### src/rtl/mips_lsu.sv
`default_nettype none
// ============================================================================
// mips_lsu : MIPS load/store unit - alignment check, lane steering,
//            variable-latency memory handshake with timeout, load extension.
// Rev 1.0
// ============================================================================
module mips_lsu #(
    parameter int TIMEOUT = 16,
    parameter int CNT_W   = 8
) (
    input  logic        clk,
    input  logic        rst_b,
    input  logic        req_valid,
    input  logic        req_store,
    input  logic [1:0]  req_size,
    input  logic        req_signed,
    input  logic [31:0] req_addr,
    input  logic [31:0] req_wdata,
    output logic        busy,
    output logic        resp_valid,
    output logic [31:0] resp_rdata,
    output logic        excpt_adel,
    output logic        excpt_ades,
    output logic        excpt_dbe,
    output logic [31:0] bad_addr,
    output logic        mem_req,
    output logic [29:0] mem_addr,
    output logic [31:0] mem_data_in,
    output logic [3:0]  mem_write_en,
    input  logic        mem_ack,
    input  logic [31:0] mem_data_out,
    input  logic        mem_excpt
);

    typedef enum logic [0:0] {IDLE = 1'b0, ACCESS = 1'b1} state_t;

    localparam logic [CNT_W-1:0] CNT_LAST = CNT_W'(TIMEOUT - 1);

    state_t            state;
    logic              store_q;
    logic              signed_q;
    logic [1:0]        size_q;
    logic [31:0]       addr_q;
    logic [CNT_W-1:0]  cnt;

    logic              misaligned;
    logic [3:0]        lane_mask;
    logic [31:0]       lane_data;
    logic [31:0]       load_val;
    logic              abort;

    assign busy = (state == ACCESS);

    // Size 11 behaves exactly like a word access.
    always_comb begin
        misaligned = 1'b0;
        lane_mask  = 4'b1111;
        lane_data  = req_wdata;
        case (req_size)
            2'b00: begin
                lane_mask = 4'b0001 << req_addr[1:0];
                lane_data = {4{req_wdata[7:0]}};
            end
            2'b01: begin
                misaligned = req_addr[0];
                lane_mask  = req_addr[1] ? 4'b1100 : 4'b0011;
                lane_data  = {2{req_wdata[15:0]}};
            end
            default: begin
                misaligned = (req_addr[1:0] != 2'b00);
            end
        endcase
    end

    always_comb begin
        load_val = mem_data_out;
        case (size_q)
            2'b00: begin
                case (addr_q[1:0])
                    2'b00:   load_val = {{24{signed_q & mem_data_out[7]}},  mem_data_out[7:0]};
                    2'b01:   load_val = {{24{signed_q & mem_data_out[15]}}, mem_data_out[15:8]};
                    2'b10:   load_val = {{24{signed_q & mem_data_out[23]}}, mem_data_out[23:16]};
                    default: load_val = {{24{signed_q & mem_data_out[31]}}, mem_data_out[31:24]};
                endcase
            end
            2'b01: begin
                if (addr_q[1])
                    load_val = {{16{signed_q & mem_data_out[31]}}, mem_data_out[31:16]};
                else
                    load_val = {{16{signed_q & mem_data_out[15]}}, mem_data_out[15:0]};
            end
            default: load_val = mem_data_out;
        endcase
    end

    // A bus error or an expired timeout both terminate with DBE; an ack on the
    // final counted cycle still completes normally.
    assign abort = mem_excpt || (!mem_ack && (cnt == CNT_LAST));

    always_ff @(posedge clk or negedge rst_b) begin
        if (!rst_b) begin
            state        <= IDLE;
            resp_valid   <= 1'b0;
            resp_rdata   <= '0;
            excpt_adel   <= 1'b0;
            excpt_ades   <= 1'b0;
            excpt_dbe    <= 1'b0;
            bad_addr     <= '0;
            mem_req      <= 1'b0;
            mem_addr     <= '0;
            mem_data_in  <= '0;
            mem_write_en <= '0;
            store_q      <= 1'b0;
            signed_q     <= 1'b0;
            size_q       <= '0;
            addr_q       <= '0;
            cnt          <= '0;
        end else begin
            resp_valid <= 1'b0;
            excpt_adel <= 1'b0;
            excpt_ades <= 1'b0;
            excpt_dbe  <= 1'b0;
            case (state)
                IDLE: begin
                    if (req_valid) begin
                        if (misaligned) begin
                            resp_valid <= 1'b1;
                            excpt_adel <= !req_store;
                            excpt_ades <= req_store;
                            bad_addr   <= req_addr;
                        end else begin
                            state        <= ACCESS;
                            mem_req      <= 1'b1;
                            mem_addr     <= req_addr[31:2];
                            mem_data_in  <= lane_data;
                            mem_write_en <= req_store ? lane_mask : 4'b0000;
                            store_q      <= req_store;
                            signed_q     <= req_signed;
                            size_q       <= req_size;
                            addr_q       <= req_addr;
                            cnt          <= '0;
                        end
                    end
                end
                ACCESS: begin
                    cnt <= cnt + 1'b1;
                    if (abort) begin
                        state      <= IDLE;
                        mem_req    <= 1'b0;
                        resp_valid <= 1'b1;
                        excpt_dbe  <= 1'b1;
                        bad_addr   <= addr_q;
                        resp_rdata <= '0;
                    end else if (mem_ack) begin
                        state      <= IDLE;
                        mem_req    <= 1'b0;
                        resp_valid <= 1'b1;
                        if (!store_q)
                            resp_rdata <= load_val;
                    end
                end
                default: state <= IDLE;
            endcase
        end
    end

endmodule
`default_nettype wire

### config.mk
export PLATFORM = sky130hd
export DESIGN_NAME = mips_lsu
export DESIGN_NICKNAME = d
export VERILOG_FILES = /design/src/rtl/mips_lsu.sv
export SDC_FILE = /design/constraint.sdc
export NUM_CORES = 1
export LEC_CHECK = 0
export BUFFER_PORTS_ARGS = -buffer_cell sky130_fd_sc_hd__buf_2
export CORE_UTILIZATION = 25
export CTS_CLUSTER_SIZE = 14
export DETAILED_ROUTE_END_ITERATION = 6
export GPL_TIMING_DRIVEN = 1
export PLACE_DENSITY = 0.53
export SLEW_MARGIN = 40
export SYNTH_ARGS = -nofsm -noshare
export SYNTH_HDL_FRONTEND = slang
export SYNTH_SLANG_ARGS = --single-unit
### constraint.sdc
create_clock -name clk -period 4 [get_ports clk]
set_input_delay 0.4 -clock clk [delete_from_list [all_inputs] [get_ports clk]]
set_output_delay 0.4 -clock clk [all_outputs]
set_load 0.02 [all_outputs]
---- Word-level counts from Yosys, hierarchy flattened ----
Cells that the tools add are included.
operators by class
  add/subtract/negate cells ............... 1
  eq/ne operators ......................... 11
  shifts and indexed selects .............. 1
  muxes and demuxes ....................... 41
  bitwise operators ....................... 6
  reduce and logical (&&, ||, !) cells .... 14
operators with widths
  cell                                                               number
  32-bit two-way mux                                                 7
  32-bit case mux with 2 select lines                                3
  32-bit case mux with 3 select lines                                1
  1-bit two-way mux                                                  20
  8-bit two-way mux                                                  2
  8-bit case mux with 2 select lines                                 1
  3-bit AND reduction                                                4
  8-bit by 1-bit adder with 8-bit output, second input constant      1
  8-bit by 4-bit == test with 1-bit output, second input constant    1
  4-bit two-way mux                                                  2
  1-bit case mux with 2 select lines                                 4
  4-bit case mux with 2 select lines                                 1
  2-bit by 1-bit == test with 1-bit output, second input constant    3
  2-bit zero test                                                    3
  2-bit != test, second input constant                               3
  1-bit bitwise AND                                                  4
  2-bit by 1-bit != test with 1-bit output, second input constant    2
  2-bit nonzero test                                                 2
  1-bit by 2-bit << shifter with 4-bit output, first input constant  1
  3-bit by 2-bit != test with 1-bit output, second input constant    1
  2-bit == test, second input constant                               1
  1-bit zero test                                                    2
  1-bit inverter                                                     2
  2-bit AND reduction                                                1
  other kinds (2)                                                    2
word-level totals
  bits in registers ....................... 180

---- Depth between registers and ports, before layout ----
  depth in word-level cells ............... 6
  depth in mapped cells ................... 7

---- Worst setup path before layout ----
Ideal clock, no wire load.
  path type ............................... reg-to-reg
  from .................................... register cnt[4]
  to ...................................... register bad_addr[10]
  library setup time ...................... 0.125 ns
  data arrival time ....................... 1.808 ns
  setup slack ............................. 2.067 ns
  cell stages (with the launch flop) ...... 6
  buffers on the path ..................... 1
  clock period less this slack ............ 1.933 ns
  path through ............................ dfrtp_1 > or4_4 > o31ai_4 > a21oi_4 > buf_6 > mux2_4
between the ends
  longest elaborated chain between the ends .. 5
ends and longest elaborated chain
  item                                                line  text
  from (decl)                                         44    logic [CNT_W-1:0] cnt;
  from (signal assigned)                              146   cnt <= cnt + 1'b1;
  8-bit by 4-bit == test with 1-bit output            98    assign abort = mem_excpt || (!mem_ack && (cnt == CNT_LAST));
  1-bit logical AND                                   98
  1-bit logical OR                                    98
  2-bit by 1-bit != test with 1-bit output (no line)  --
  3-bit AND reduction (no line)                       --
  to (signal assigned)                                130   bad_addr <= req_addr;
  to (signal assigned)                                152   bad_addr <= addr_q;
  to (decl)                                           25    output logic [31:0] bad_addr,
Every way passes these cells.
A chain may end at the register's enable or synchronous reset.

---- Worst setup path in the final report ----
  from .................................... register addr_q[0]
  to ...................................... register resp_rdata[27]
between the ends
  longest elaborated chain between the ends .. 6
  elaborated cells on any way between the ends .. 8
  those cells by class .................... eq/ne: 2; mux: 5; reduce/logical: 1
ends and longest elaborated chain
  item                                     line  text
  from (decl)                              43    logic [31:0] addr_q;
  from (signal assigned)                   140   addr_q <= req_addr;
  2-bit == test (tied with other cells)    79    case (addr_q[1:0])
  32-bit case mux with 3 select lines (*)  79
  32-bit case mux with 2 select lines (*)  77    case (size_q)
  32-bit two-way mux (*)                   158   if (!store_q)
  32-bit two-way mux (*)                   154   end else if (mem_ack) begin
  32-bit two-way mux (*)                   147   if (abort) begin
  to (signal assigned)                     159   resp_rdata <= load_val;
  to (decl)                                21    output logic [31:0] resp_rdata,
Every way passes the cells marked *; elsewhere a longest branch is shown, timed or not. The select of a mux whose other input is x is not followed.

==> parameters.txt <==
Parameter                              Value

Logic synthesis
  Synthesized area per cell ... around 12 um2
  Post-synth top area share ... between 40% and 50%
  Synthesized-area fraction occupied by adder cells ... less than 1%
  Cell area after synthesis ... around 7600 um2
  Share of cell area taken by muxes after synthesis ... a little under a quarter
  Fraction of registers with async set/reset ... 100%
  Most common cell in the netlist ... dfrtp_1
  Xor and xnor area share after synthesis ... less than 1%
  Ys flop type ... dfrtp_1
  Compound-gate portion of the synthesized area ... 12.4%
  Cell types with the largest area share after synthesis ... dfrtp_1, mux2_2, mux2_4
  Number of enable flip-flop cells after synthesis ... 0
  Sequential-to-total area share from yosys stat ... 49.6%
  FF+latch count, synth ... 150
  Number of different library cells in the post-synthesis netlist ... 48
  Post-synth top cells ... dfrtp_1, mux2_2, o21ai_0
  Main combinational cell family by area after synthesis ... multiplexers
  Number of nets produced by synthesis ... around 740
  Area leader, netlist ... dfrtp_1
  Simple-gate portion of the synthesized area ... between 8 and 9%
  Number of warning messages in the yosys log ... 0
  Synthesized instance count ... between 600 and 700

Setup path
  Setup CP Type ... flop to flop
  CP Max Fanout ... 15
  Crit end category ... flop
  Delay of the slowest cell on the worst path ... 780 ps
  Worst path bufs/invs ... 1
  Worst setup slack for register-to-register paths ... 1740 ps
  Setup crit start kind ... flop
  Slowest stage cell, crit path ... dfrtp_1
  Sequence of cells on the critical path ... and4bb_2 -> a211oi_4 -> o21ai_1 -> buf_4 -> a32o_1
  Kind of cell adding the most delay to the critical path ... compound AO/OA/AOI/OAI gates
  Data required, critical path ... between 4000 and 5000 ps
  Worst path arrival time ... about 2600 ps

Detailed routing
  Number of vias per cell ... 4.49
  Post-route antenna net violation count ... 0
  # DRC ... 0
  Routed wire length per instance ... 16.8 um
  Via total after detailed routing ... ~5500
  Routed wire length ... 20.7 mm
  DRT Pass-1 Iters ... 4
  Number of DRC markers in iteration 0 ... between 200 and 250

Power and ir drop
  Net switching component of the power ... 2220 uW
  Leakage power ... around 0.0045 uW
  Sequential fraction of design power ... a little under two fifths
  Switch share ... between 30% and 40%
  Total power per unit cell area ... a little over 600 nW/um2
  Internal Dissipation ... around 3700 uW
  Comb pwr share ... around 36%
  Maximum VDD drop ... about 0.00026 V
  Part of the total power dissipated in the clock network ... 26.5%

Clocking
  Register clock-pin slew on the reported worst setup and hold paths ... 70 ps
  Clock tree from TritonCTS ... done
  Quantity of hold-fixing buffers added after cts ... 1
  Clock buffer count from CTS ... 17
  CTS H-tree lvls ... 4
  Number of sinks handled by clock tree synthesis ... 150
  Worst-case clock buffer depth ... 2
  Setup Buffers After CTS ... 0
  Clock Tree Root ... clkbuf_16
  Insertion delay of the later-clocked pin in the worst-skew pair ... about 440 ps
  Resized cells post-CTS ... 0

Die
  Floorplan die area ... 31000 um2
  Number of primary I/O pins ... 241
  Core Box Area ... just under 30000 um2
  Die Span X ... 176 um
  Die Y-Extent ... around 180 um
  Effective utilization at floorplan ... between 20% and 30%
  Number of standard-cell rows in the floorplan ... 63

STA
  TNS Setup ... 0 ps
  Final critical-path share of the clock period ... 56.4%
  Unrepaired setup endpoints after global routing ... false
  Number of pins exceeding their max-slew limit in the final report ... 0
  Minimum clock period ... about 2300 ps
  Final setup violation count ... 0
  Clock skew after layout ... ~12 ps
  Worst slew margin ... between 50% and 60%
  Endpoints failing hold ... 0
  Max Freq ... between 0.4 and 0.5 GHz
  Transition time at the pin with the least slew margin ... between 700 and 800 ps

Global routing
  First-pass GRT wire length ... between 30 and 40 mm
  Vias in the first global route ... 5657
  Residual overflow from global routing ... 0
  Largest net degree at the start of global routing ... 85
  GRT Resource Usage Total ... approximately 14%
  Number of antenna violations at the first check in global routing ... 4

Placed design
  Gp weighted congestion ... about 0.76
  Post-detailed-placement half-perimeter wirelength ... between 10 and 15 mm
  Count of buffers inserted at the top-level ports ... 240
  Placed Cells ... between 1000 and 1500

Finish
  Sequential cell area ... roughly 3800 um2
  Non-filler instance count after layout ... 1235
  Area grow syn2layout ... 26.3%
  Fill cell total of the finished layout ... 3069
  Ratio of cells with drive above 1 in the final layout ... 49.1%
  Nets@finish ... roughly 940
  Multi-input logic area ... around 3400 um2

Hold path
  Min-delay worst type ... primary input to flop

Status
  Result of the run ... complete, no violations

Run
  Number of max-capacitance violations reported ... 0
-- per-layer routing --
| layer | vias to the layer above | part of all wire, % | track usage (%) |
|---|---|---|---|
| met5 | - | 0.13 | 0 |
| met4 | 4 | 1.1 | 4.78 |
| met3 | 18 | 6.4 | 4.74 |
| met2 | 162 | 47 | 21.5 |
| met1 | 2704 | 45 | 17.8 |
| li1 | 2658 | - | - |
-- sequential cells by signal, indices dropped and copies added, names as in the netlist --
register and cells:
addr_q 2, mem_addr 30, excpt_ades 1, signed_q 1
excpt_adel 1, cnt 8, size_q 2, mem_req 1
store_q 1, bad_addr 32, excpt_dbe 1, mem_data_in 32
resp_valid 1, resp_rdata 32, mem_write_en 4, busy 1
-- through the flow --
step	utilization [%]	setup WS, ps	instance area (um2)	hold WS, ps	total power [uW]
floorplan	-	2070	7560	104	3770
detailed placement	30.2	1690	8970	455	4440
CTS	32.1	1720	9550	173	6070
global route	32.1	1590	9550	187	6330
finish	32.1	1740	9550	197	5950
global placement	30.2	1750	8960	458	4410
-- placed cells by master (no fill, tap or decap), drive strengths merged, types with 2 or more instances in the layout --
master    count
o31ai        11
buf         253
mux2        109
o2bb2ai       8
clkbuf       17
a31oi         3
nand4         2
nor2b         9
nand3         2
and2          4
and3b         6
clkinvlp      6
diode         2
and3          2
a22o          8
o211ai        7
xnor2         3
dfrtp       150
a32o         17
nand2        46
mux4          8
nand2b       18
o21ai        64
nor2         20
a21oi        12
inv          10
nor3b         8
clkinv        2
mux2i        24
-- cell type report --
| type | instances | area share (%) |
|---|---|---|
| Antenna cell | 2 | 0.0524 |
| Clock buffer | 17 | 4.45 |
| Clock inverter | 15 | 1.52 |
| Inverter | 4 | 0.157 |
| Multi-Input combinational cell | 403 | 35.3 |
| Sequential cell | 150 | 39.3 |
| Tap cell | 390 | 5.11 |
| Timing Repair Buffer | 254 | 14.1 |
-- final timing paths --
kind	end	depth (start not counted)	start
min in group asynchronous	mem_addr[21]	2	rst_b
min	signed_q	2	req_signed
max reg2reg	resp_rdata[27]	5	addr_q[0]
max in group asynchronous	mem_data_in[12]	3	rst_b
max	resp_rdata[27]	5	addr_q[0]
min reg2reg	mem_data_in[8]	2	mem_data_in[8]
-- kinds of logic after synthesis --
family	after synthesis
compound gates	136
mux	141
xor+xnor	4
fa+ha+maj	1
buf+inv	78
simple gates	121
flops	150
-- power by group through the flow --
stage | sequential, uW | combinational [uW] | clock [uW]
2_1_floorplan | 2590 | 1180 | 0
3_3_place_gp | 2250 | 2150 | 0
3_5_place_dp | 2260 | 2170 | 0
4_1_cts | 2240 | 2180 | 1650
5_1_grt | 2300 | 2320 | 1710
6_report | 2240 | 2140 | 1580
-- worst reg2reg max path, stage by stage, from the launching register on --
cell and delay [ps]:
dfrtp_1 780, and4bb_2 330, a211oi_4 350, o21ai_1 190, buf_4 230, a32o_1 260
Power figures use the tool's default switching activity.
